File: config.mk
export PLATFORM = sky130hd
export DESIGN_NAME = mem_lsu_ctrl
export DESIGN_NICKNAME = d
export VERILOG_FILES = /design/src/rtl/mem_lsu_ctrl_pkg.sv /design/src/rtl/mem_lane_align.sv /design/src/rtl/mem_lsu_ctrl.sv
export SDC_FILE = /design/constraint.sdc
export NUM_CORES = 1
export LEC_CHECK = 0
export CORE_MARGIN = 1
export CORE_UTILIZATION = 45
export CTS_CLUSTER_SIZE = 8
export DETAILED_ROUTE_END_ITERATION = 10
export PLACE_DENSITY = 0.81
export SYNTH_ARGS = -nofsm -noshare
export SYNTH_HDL_FRONTEND = slang
export SYNTH_HIERARCHICAL = 1
export SYNTH_SLANG_ARGS = --single-unit
File: constraint.sdc
create_clock -name clk -period 1.72 [get_ports clk]
set_input_delay 0.344 -clock clk [delete_from_list [all_inputs] [get_ports clk]]
set_output_delay 0.344 -clock clk [all_outputs]
set_load 0.05 [all_outputs]
File: src/rtl/mem_lsu_ctrl_pkg.sv
// Shared definitions for the load/store controller: size codes, FSM states, latched request.
// Latency: n/a (types, constants and a pure helper function only).
// Backpressure: n/a.
package mem_lsu_ctrl_pkg;

    // CPU access size codes; 2'b11 is reserved and always rejected.
    localparam logic [1:0] SZ_BYTE = 2'b00;
    localparam logic [1:0] SZ_HALF = 2'b01;
    localparam logic [1:0] SZ_WORD = 2'b10;

    // Legal range of memory read latency (memread strobe cycle to valid mem_out).
    localparam int RD_LAT_MIN = 1;
    localparam int RD_LAT_MAX = 4;

    typedef enum logic [2:0] {
        ST_IDLE    = 3'd0,
        ST_RD      = 3'd1,
        ST_RD_WAIT = 3'd2,
        ST_WR      = 3'd3,
        ST_RESP    = 3'd4
    } state_t;

    // Request fields kept after acceptance. The word address is not stored here:
    // it lives in the mem_dira output register. Only the low half of the store
    // data is needed later, because full-word stores write straight away.
    typedef struct packed {
        logic        is_write;
        logic [1:0]  size;
        logic        sgn;
        logic [1:0]  addr_lo;
        logic [15:0] wdata;
    } req_t;

    // Misaligned halfword/word or reserved size code.
    function automatic logic req_is_bad(input logic [1:0] size, input logic [1:0] addr_lo);
        logic bad;
        case (size)
            SZ_BYTE: bad = 1'b0;
            SZ_HALF: bad = addr_lo[0];
            SZ_WORD: bad = (addr_lo != 2'b00);
            default: bad = 1'b1;
        endcase
        return bad;
    endfunction

endpackage

File: src/rtl/mem_lane_align.sv
// Big-endian lane steering: load extract with zero/sign extension, and sub-word store merge.
// Latency: purely combinational.
// Backpressure: none; outputs follow inputs.
//
// Ports:
//   word       - 32-bit memory word (read data / old word for merge)
//   addr_lo    - byte offset within the word
//   size       - access size code
//   sext       - sign-extend sub-word loads
//   wdata      - right-justified store data (halfword wide)
//   load_data  - extracted, extended load result
//   store_word - word with the addressed lane(s) replaced by wdata
module mem_lane_align
    import mem_lsu_ctrl_pkg::*;
(
    input  logic [31:0] word,
    input  logic [1:0]  addr_lo,
    input  logic [1:0]  size,
    input  logic        sext,
    input  logic [15:0] wdata,
    output logic [31:0] load_data,
    output logic [31:0] store_word
);

    logic [7:0]  lane_b;
    logic [15:0] lane_h;

    // Offset 0 is the most significant byte.
    always_comb begin
        lane_b = 8'h00;
        case (addr_lo)
            2'd0:    lane_b = word[31:24];
            2'd1:    lane_b = word[23:16];
            2'd2:    lane_b = word[15:8];
            default: lane_b = word[7:0];
        endcase
        lane_h = addr_lo[1] ? word[15:0] : word[31:16];
    end

    always_comb begin
        load_data = 32'h0;
        case (size)
            SZ_BYTE: load_data = {{24{sext & lane_b[7]}}, lane_b};
            SZ_HALF: load_data = {{16{sext & lane_h[15]}}, lane_h};
            SZ_WORD: load_data = word;
            default: load_data = 32'h0;
        endcase
    end

    always_comb begin
        store_word = word;
        case (size)
            SZ_BYTE: begin
                case (addr_lo)
                    2'd0:    store_word[31:24] = wdata[7:0];
                    2'd1:    store_word[23:16] = wdata[7:0];
                    2'd2:    store_word[15:8]  = wdata[7:0];
                    default: store_word[7:0]   = wdata[7:0];
                endcase
            end
            SZ_HALF: begin
                if (addr_lo[1]) begin
                    store_word[15:0] = wdata;
                end else begin
                    store_word[31:16] = wdata;
                end
            end
            default: store_word = word;
        endcase
    end

endmodule

File: src/rtl/mem_lsu_ctrl.sv
// Load/store controller: turns CPU byte/half/word accesses into word-memory strobes (RMW for sub-word stores).
// Latency: err T+1, word store T+2, load T+2+RD_LAT, sub-word store T+3+RD_LAT (T = accept cycle).
// Backpressure: req_ready only in IDLE, one request in flight; no response backpressure (1-cycle resp_valid pulse).
//
// Ports:
//   clk, rst                - clock, synchronous active-high reset
//   req_valid/req_ready     - CPU request handshake
//   req_write/size/signed   - access type
//   req_addr, req_wdata     - byte address, right-justified store data
//   resp_valid/rdata/err    - completion pulse, load data, error flag
//   mem_dira, mem_write_data, mem_memwrite, mem_memread, mem_out - word memory interface
module mem_lsu_ctrl
    import mem_lsu_ctrl_pkg::*;
#(
    parameter int RD_LAT = 1
) (
    input  logic        clk,
    input  logic        rst,
    input  logic        req_valid,
    output logic        req_ready,
    input  logic        req_write,
    input  logic [1:0]  req_size,
    input  logic        req_signed,
    input  logic [31:0] req_addr,
    input  logic [31:0] req_wdata,
    output logic        resp_valid,
    output logic [31:0] resp_rdata,
    output logic        resp_err,
    output logic [29:0] mem_dira,
    output logic [31:0] mem_write_data,
    output logic        mem_memwrite,
    output logic        mem_memread,
    input  logic [31:0] mem_out
);

    // Out-of-range latencies are clamped so the wait counter always terminates.
    localparam int LAT = (RD_LAT < RD_LAT_MIN) ? RD_LAT_MIN :
                         (RD_LAT > RD_LAT_MAX) ? RD_LAT_MAX : RD_LAT;
    localparam int CNT_W = $clog2(RD_LAT_MAX);
    localparam logic [CNT_W-1:0] CNT_INIT = CNT_W'(LAT - 1);

    state_t           state;
    req_t             req_q;
    logic [CNT_W-1:0] wait_cnt;
    logic [31:0]      ld_data;
    logic [31:0]      st_word;

    // Lane logic sees mem_out directly; its results are only captured into
    // registers on the sampling cycle, so no output is combinational.
    mem_lane_align u_align (
        .word       (mem_out),
        .addr_lo    (req_q.addr_lo),
        .size       (req_q.size),
        .sext       (req_q.sgn),
        .wdata      (req_q.wdata),
        .load_data  (ld_data),
        .store_word (st_word)
    );

    always_ff @(posedge clk) begin
        if (rst) begin
            state          <= ST_IDLE;
            req_q          <= '0;
            wait_cnt       <= '0;
            req_ready      <= 1'b1;
            resp_valid     <= 1'b0;
            resp_rdata     <= 32'h0;
            resp_err       <= 1'b0;
            mem_dira       <= 30'h0;
            mem_write_data <= 32'h0;
            mem_memwrite   <= 1'b0;
            mem_memread    <= 1'b0;
        end else begin
            // Strobes and the response are single-cycle pulses: default low,
            // raised only on the transition into the state that owns them.
            mem_memread    <= 1'b0;
            mem_memwrite   <= 1'b0;
            mem_write_data <= 32'h0;
            resp_valid     <= 1'b0;
            resp_err       <= 1'b0;
            resp_rdata     <= 32'h0;

            case (state)
                ST_IDLE: begin
                    if (req_valid && req_ready) begin
                        req_q <= '{is_write: req_write,
                                   size:     req_size,
                                   sgn:      req_signed,
                                   addr_lo:  req_addr[1:0],
                                   wdata:    req_wdata[15:0]};
                        req_ready <= 1'b0;
                        mem_dira  <= req_addr[31:2];
                        if (req_is_bad(req_size, req_addr[1:0])) begin
                            state      <= ST_RESP;
                            resp_valid <= 1'b1;
                            resp_err   <= 1'b1;
                        end else if (req_write && (req_size == SZ_WORD)) begin
                            // Full-word store needs no read of the old word.
                            state          <= ST_WR;
                            mem_memwrite   <= 1'b1;
                            mem_write_data <= req_wdata;
                        end else begin
                            // Loads and sub-word stores both start with a read.
                            state       <= ST_RD;
                            mem_memread <= 1'b1;
                        end
                    end
                end

                ST_RD: begin
                    state    <= ST_RD_WAIT;
                    wait_cnt <= CNT_INIT;
                end

                ST_RD_WAIT: begin
                    // mem_out is valid in the last RD_WAIT cycle.
                    if (wait_cnt == '0) begin
                        if (req_q.is_write) begin
                            state          <= ST_WR;
                            mem_memwrite   <= 1'b1;
                            mem_write_data <= st_word;
                        end else begin
                            state      <= ST_RESP;
                            resp_valid <= 1'b1;
                            resp_rdata <= ld_data;
                        end
                    end else begin
                        wait_cnt <= wait_cnt - 1'b1;
                    end
                end

                ST_WR: begin
                    state      <= ST_RESP;
                    resp_valid <= 1'b1;
                end

                ST_RESP: begin
                    state     <= ST_IDLE;
                    req_ready <= 1'b1;
                    mem_dira  <= 30'h0;
                    req_q     <= '0;
                end

                default: begin
                    state     <= ST_IDLE;
                    req_ready <= 1'b1;
                    mem_dira  <= 30'h0;
                    req_q     <= '0;
                end
            endcase
        end
    end

endmodule

==> out/qor.yml <==
status:
  status: "finished, final reports clean"
timing:
  fin_skew_ns: 0.00513
  worstMarginPinSlew_ns: 0.434
  max_slew_margin_pct: 71.0
  clock.fmax_mhz: 591
  hold_slack_ns: 0.479
  min_period_over_period_pct: 98.4
  slew_violations: 0
  finalSetupViolations: 0
  worst_slack_ns: 0.0280
  finalHoldViolCount: 0
  period_minus_slack_ns: 1.69
logic_synthesis:
  async_flop_share_pct: 0
  synth_area_per_cell_um2: 10.8
  syn_nets: 617
  synthCells: 513
  ys_seq_elements: 126
  yosys.cell_types.count: 61
  synth_area_leaders: "dfxtp_1 (46%), a22o_1 (14%), buf_6 (4.3%), mux2_2 (3.9%), and2_1 (3.8%)"
  syn_area_um2: 5530
  synth_edf_count: 0
  synth_warnings: 6
  yosys.area.top_type: "dfxtp_1"
  yosysSeqAreaShare_pct: 45.6
  dominantRegCellSynth: "dfxtp_1"
  synth_top_area_share_pct: 45.6
cts:
  cts_root_buffer: "clkbuf_16"
  hold_buffers: 0
  h-tree-depth: 4
  clkTransAtPathRegs_ns: 0.06
  numClockSinks: 126
  clock_latency_ns: 0.41
  clockBufferDepth: 2
  cts_made_buffers: 17
  tritoncts: "done"
critical_path:
  critical_path_required_ns: 2.03
  reg2reg_depth: 6
  cp.arrival_ns: 2.00
  r2r-start: "req_q[17]$_SDFFE_PP0P_"
  timing_worst_setup_path_type: "register to register"
  rr_endpoint: "mem_write_data[23]$_SDFF_PP0_"
  end_kind: "register"
  rrSetupSlack_ns: 0.03
  worst_setup_path_start_kind: "register"
  critical_path.max_fanout: 15
floorplanning:
  die_x_um: 113
  rows: 40
  initial_core_util_pct: 46.0
  die_h_um: 113
  core_um2: 12000
  dieArea_um2: 12700
  io_pins: 202
detailed_routing:
  vias: 5320
  drt_iter0_drc: 322
  viasPerCell: 5.76
  postRouteAntennaNets: 0
  drc: 0
  post_drt_wl_per_cell_um: 18.9
  routed_wl_mm: 17.5
  firstDrtPassIters: 6
power_and_ir_drop:
  internal_power_mw: 6.36
  p_switching_mw: 2.32
  pwr-share-comb_pct: 19.6
  pwr-share-clk_pct: 44.3
  vdd.ir_drop.worst_uv: 786
  leakage_nw: 3.63
  report.power.total_mw: 8.68
  p_seq_share_pct: 36.2
  p_per_area_nw_per_um2: 1020
  switching_share_pct: 26.7
global_routing:
  antenna_found_initial: 0
  overflow: 0
  grt_max_degree: 44
  grt.total_usage_pct: 26.9
  grt_pass1_vias: 5066
  grt_pass1_wl_mm: 26.3
layout:
  syn_to_final_growth_pct: 53.6
  final_util_pct: 70.7
  n_antenna_cell: 0
  drive_gt1_share_pct: 32.5
  final_nets: 867
hold_path:
  hold-path-cell-count: 1
  hold_path.startpoint: "mem_dira[4]$_SDFFE_PP0P_"
  hold_end: "mem_dira[4]$_SDFFE_PP0P_"
  hold_path_class: "register to register"
placement:
  portBuffers: 201
  post-place-ws_ns: -0.227
  gp_congestion: 0.923
  hpwl_mm: 12.8
flow_run:
  cap_violations: 0
-- cells in the mapped netlist, drive strengths merged, types with 4 or more instances --
cell type  count
nor3           5
a22oi          9
a21oi          7
o211ai        17
clkbuf         7
nor2          10
o41ai          5
nor3b          4
inv            8
a221o          7
mux2          21
nand2         28
nand3          9
nor4           4
and2          34
a22o          91
nor2b         14
a21o           8
o21ai         21
dfxtp        126
buf           38
-- cells by family after synthesis --
logic type | synth area share [%]
flip-flops | 45.6
adder cells (fa/ha/maj) | 0.226
AO/OA/AOI/OAI | 26.7
AND/OR/NAND/NOR | 15.2
buffers and inverters | 7.11
multiplexers | 5.18
-- worst max-delay path by stage --
stage	start	to	slack, ns	depth (start not counted)
global route	req_q[16]$_SDFFE_PP0P_	mem_write_data[9]$_SDFF_PP0_	-0.05	5
detailed placement	req_valid	req_q[6]$_SDFFE_PP0P_	-0.23	6
finish	req_q[17]$_SDFFE_PP0P_	mem_write_data[23]$_SDFF_PP0_	0.03	6
global placement	req_valid	mem_dira[28]$_SDFFE_PP0P_	-0.18	6
floorplan	req_q[19]$_SDFFE_PP0P_	mem_write_data[21]$_SDFF_PP0_	0.13	6
CTS	req_q[16]$_SDFFE_PP0P_	resp_rdata[6]$_SDFF_PP0_	0.01	6
-- cell type report --
type                       instances  area, um2
fill                             839       3520
clock inverter                    13        185
inverter                           8       30.0
tap                              147        184
multi-input combinational        334       2640
sequential                       126       2520
timing repair buffer             276       2470
clock buffer                      19        453
-- state kept, by name, indices dropped and copies added (netlist names) --
name,flops
mem_dira,30
mem_memread,1
mem_memwrite,1
mem_write_data,32
req_q,22
req_ready,1
resp_err,1
resp_rdata,32
resp_valid,1
state,3
wait_cnt,2
-- critical path: stages (launching register included) --
cell and delay, ns:
dfxtp_2 0.36, buf_12 0.17, buf_4 0.14, nor3_4 0.16, buf_4 0.18, mux2_2 0.35
a22o_1 0.21
-- cells in the final DEF, fill, tap and decap left out, types with 4 or more instances in the layout --
cell             Yosys  final
nor2b_1             14     13
o41ai_1              5      5
and2_1              34     33
inv_1                8      8
buf_4                6    161
o211ai_1            17     17
a21o_1               8      8
a21oi_1              7      7
clkbuf_16            0     19
bufinv_16            0      4
a22o_1              91     91
buf_12               0      8
mux2_2              19     19
a221o_1              7      7
o21ai_0             20     20
nor2_1               8      8
nand2_1             27     27
clkdlybuf4s50_1      0    102
nand3_1              8      8
a22oi_1              9      9
dfxtp_1            126    124
-- repair_timing --
action                     CTS  global route
pin swaps                    0             1
setup endpoints to repair    9            28
gates resized for setup      1            10
setup buffers                0             4
gates cloned                 0             2
-- power groups by stage --
stage	sequential [mW]	clock, mW	combinational, mW
6_report	3.14	3.84	1.70
2_1_floorplan	3.41	0	0.736
3_5_place_dp	3.19	0	1.64
3_3_place_gp	3.19	0	1.60
4_1_cts	3.13	3.89	1.65
5_1_grt	3.15	4.02	1.79
-- per-stage QoR --
stage                     TNS (ns)  area, um2  instances
after detailed placement    -21.52       7730        885
after global routing       -0.0528       8490        923
after CTS                        0       8370        917
final                            0       8490        923
after floorplan                  0       5530        513
after global placement      -17.89       7730        885
-- per-layer routing --
layer	routed length, um	track usage (%)	vias up
li1	-	-	2443
met1	7080	33.4	2555
met2	8590	44.1	280
met3	1270	6.53	42
met4	544	12.3	0
met5	0	0	-
Power figures use the tool's default switching activity.
==> patch 1 (same flow settings) <==
The 5 states of `state_t` get a one-hot encoding in 5 bits.
--- a/src/rtl/mem_lsu_ctrl_pkg.sv
+++ b/src/rtl/mem_lsu_ctrl_pkg.sv
@@ -13,10 +13,10 @@
     localparam int RD_LAT_MAX = 4;
 
-    typedef enum logic [2:0] {
-        ST_IDLE    = 3'd0,
-        ST_RD      = 3'd1,
-        ST_RD_WAIT = 3'd2,
-        ST_WR      = 3'd3,
-        ST_RESP    = 3'd4
+    typedef enum logic [4:0] {
+        ST_IDLE    = 5'b00001,
+        ST_RD      = 5'b00010,
+        ST_RD_WAIT = 5'b00100,
+        ST_WR      = 5'b01000,
+        ST_RESP    = 5'b10000
     } state_t;
 
Formal check against the unedited RTL: no difference found for any inputs over 4 cycles, from zero or initial values and one cycle with rst high; so few cycles prove little.
==> patch 1 against the unedited design <==
  * The run now ends with negative setup slack left
  * Clock power down 11%
  * Count of clock-buffer cells in the layout up 4
  * Power down 1.2%
  * Worst setup slack worse by 210 ps
  * Sequential cell count up 2
  * Design area up 4.1%
  * Area after synthesis up 1.9%
  * Global-route usage up 2.0 points
  * Routed wire length up 10%
  * Critical endpoint is now resp_rdata[10]
==> patch 1: results (changes against the unedited design) <==
| Metric | Value |
|---|---|
| Status | `finished with violations` |
| Violated checks | `negative setup slack` |
| Syn nets | `656 (+6.3%)` |
| Met2 Usage GRT | `0.473 (+0.0320)` |
| Hold_sp | `wait_cnt[0]` |
| Die ar. | `13000 um^2 (+1.8%)` |
| GPL Wtd Cong | `0.939 (+1.8%)` |
| Hold depth | `2 (+1)` |
| DR WL/cell | `19.4 um (+2.6%)` |
| Gr usage total | `0.289 (+0.0200)` |
| Vias in the first global route | `5324 (+5.1%)` |
| HPWL after DPL | `13800 um (+8.3%)` |
| Hold path endpoint | `wait_cnt[0]` |
| Met3 Track Usage GR | `0.0840 (+0.0186)` |
| Top delay family on crit path | `simple AND/OR/NAND/NOR gates` |
| Final Skew | `7.66 ps (+2.52 ps)` |
| Setup Viol. Count Final | `119 (+119)` |
| Dpl ws | `-252 ps (-24.7 ps)` |
| DR WL met3 | `1690 um (+32%)` |
| Iter 0 DRT Violations | `691 (+110%)` |
| Area contributors post-synth | `dfxtp_1, a22o_1, nor2b_1, a32oi_1, mux2_2` |
| Worst Path Max Fanout | `8 (-7)` |
| Fill cells | `861 (+2.6%)` |
| Max VDD drop | `0.689 mV (-12%)` |
| Sequential fraction of the synthesis area | `0.455 (-0.00131)` |
| Nets@finish | `918 (+5.9%)` |
| Fin worst setup slack | `-180 ps (-208 ps)` |
==> patch 1: what timing repair did <==
action / 4_1_cts / 5_1_grt
gates resized for setup: 5 / 18
pin swaps: 3 / 7
setup endpoints to repair: 117 / 122
cloned: 1 / 3
buffers inserted: 1 / 3
==> patch 1: where the power goes <==
part / internal, mW / switching [mW] / total (mW)
clock: 2.18 / 1.23 / 3.40
combinational: 0.936 / 1.04 / 1.98
sequential: 3.09 / 0.105 / 3.19
total: 6.20 / 2.37 / 8.57
==> patch 1: area by class of cell <==
cell class / instances / area [um^2] / area share
timing repair buffer: 290 / 2600 / 0.294
sequential: 128 / 2560 / 0.290
clock inverter: 5 / 55.1 / 0.00623
inverter: 7 / 26.3 / 0.00297
clock buffer: 23 / 508 / 0.0575
multi-input combinational: 370 / 2880 / 0.325
tap: 168 / 210 / 0.0238
==> patch 1: logic make-up after synthesis <==
group	share of synthesized area
simple gates	0.182
buf+inv	0.0495
flops	0.455
fa+ha+maj	0.00222
mux	0.0509
compound gates	0.259
xor+xnor	0.00156
==> patch 2 (same flow settings) <==
Made on the original files. `RD_LAT_MAX`: 4 -> 8.
--- a/src/rtl/mem_lsu_ctrl_pkg.sv
+++ b/src/rtl/mem_lsu_ctrl_pkg.sv
@@ -11,5 +11,5 @@
     // Legal range of memory read latency (memread strobe cycle to valid mem_out).
     localparam int RD_LAT_MIN = 1;
-    localparam int RD_LAT_MAX = 4;
+    localparam int RD_LAT_MAX = 8;
 
     typedef enum logic [2:0] {
Behaviour: same outputs for any inputs over 4 cycles, from zero or initial values and one cycle with rst high; that may be too few to reach the edited logic, so the function may still have changed.
==> patch 2 against the unedited design <==
  * Combinational power is 28% higher
  * Power is 0.79% higher
  * Critical path depth is 1 lower
  * Worst setup slack better by 22 ps
  * Design area is 9.9% higher
  * Via count is 25% higher
  * Area after synthesis is 14% higher
  * Utilization is 1.3 points lower
  * Sequential cell count is 1 higher
  * Routed wire length is 16% higher
==> patch 2: results (changes against the unedited design) <==
| Metric | Value |
|---|---|
| Wire length on met2 | `9680 um (+13%)` |
| Proportion of power drawn by flip-flops and latches | `0.364 (+0.002)` |
| Gr usage total | `0.278 (+0.00901)` |
| WHS | `221 ps (-258 ps)` |
| Slew headroom | `0.732 (+0.0218)` |
| First drt pass iteration count | `7 (+1)` |
| Placed Cells | `1131 (+28%)` |
| Pin count of the biggest net entering global routing | `45 (+2.3%)` |
| Vias in the first global route | `6285 (+24%)` |
| Final Total Pwr | `8.75 mW (+0.79%)` |
| Yosys Warn Count | `6 (unchanged)` |
| Worst Path Max Fanout | `17 (+2)` |
| Synth cell count leaders | `nand3_1, dfxtp_1, a21oi_1` |
| Syn nets | `856 (+39%)` |
| Post-synth cell types | `63 (+3.3%)` |
| GPL Wtd Cong | `0.906 (-1.8%)` |
| Complex-gate fraction of the synthesized area | `0.182 (-0.0849)` |
| P_int | `6.13 mW (-3.5%)` |
| DR WL/cell | `17.4 um (-8.0%)` |
| CP peak stage delay | `490 ps (+130 ps)` |
| Leakage | `3.69 nW (+1.5%)` |
| Reg2reg setup slack | `80 ps (+50 ps)` |
| Met3 Track Usage GR | `0.0708 (+0.00541)` |
| Met2 Usage GRT | `0.463 (+0.0219)` |
| Syn Area/Cell | `8.42 um^2 (-22%)` |
| Met1 usage | `0.338 (+0.00322)` |
| Final Skew | `10.2 ps (+5.12 ps)` |
| H-tree depth | `4 (unchanged)` |
| Critical Path AT | `2020 ps (+20 ps)` |
| Non-filler instance count after layout | `1163 (+26%)` |
| Iter 0 DRT Violations | `608 (+89%)` |
| Post-Synth Adder-Cell Area | `0.00396 (+0.00170)` |
| Dpl cell area | `8730 um^2 (+13%)` |
| M1 wire length | `8280 um (+17%)` |
| Hold path endpoint | `req_q[21]` |
| Sequential fraction of the synthesis area | `0.402 (-0.0541)` |
| Top delay family on crit path | `simple AND/OR/NAND/NOR gates` |
| First-pass GRT wire length | `31600 um (+20%)` |
| CP max stage cell | `or4_1` |
| Share of cells above drive strength 1 | `0.264 (-0.0603)` |
| Hold crit path type | `in -> reg` |
| Critical R2R Capture | `resp_rdata[4]` |
| Max VDD drop | `0.636 mV (-19%)` |
| I/O Buffers | `201 (unchanged)` |
| DR WL met3 | `1650 um (+30%)` |
| Dpl ws | `-378 ps (-151 ps)` |
| Hold depth | `2 (+1)` |
| HPWL after DPL | `14700 um (+15%)` |
| Status | `finished clean` |
| Mux cell area share after synthesis | `0.0489 (-0.00294)` |
| Area contributors post-synth | `dfxtp_1, nand3_1, a21oi_1, mux2_2, and2_1` |
| Vias | `6634 (+25%)` |
| Most used DFF post-synth | `dfxtp_1` |
| Clk slew on worst S/H paths | `60 ps (about the same)` |
| Combinational cell power | `2.18 mW (+28%)` |
| FF-to-FF path depth | `5 (-1)` |
| CTS buffer count | `17 (unchanged)` |
| Hold_sp | `rst` |
==> patch 2: cell count changes after synthesis, moves of 3 or more <==
cell / delta
nand3_1: +138
a21oi_1: +82
a22o_1: -82
clkbuf_1: +40
or4_1: +17
nand4_1: +16
nor2b_1: +16
buf_6: -15
nand2_1: +12
buf_2: +6
buf_1: +5
o21ai_0: -4
or3_1: +3
==> patch 2: layout make-up <==
type	count	area [um^2]
fillers	1068	4120
repair buffers	288	2590
inverters	9	33.8
multi-input cells	531	3380
clock inverters	10	87.6
flip-flops and latches	127	2540
clock buffers	22	474
well taps	176	220
==> patch 2: worst max path at each step <==
stage                      startpoint            endpoint  slack, ps  cells past startpoint
after detailed placement  req_size[0]  mem_write_data[24]       -380                      5
after global placement    req_size[0]  mem_write_data[22]       -340                      5
after floorplan           wait_cnt[0]       resp_rdata[0]         70                      8
after global routing      wait_cnt[0]         wait_cnt[2]         20                      6
after CTS                 wait_cnt[0]      resp_rdata[16]         20                      7
final                     req_size[0]   mem_write_data[1]         50                      5
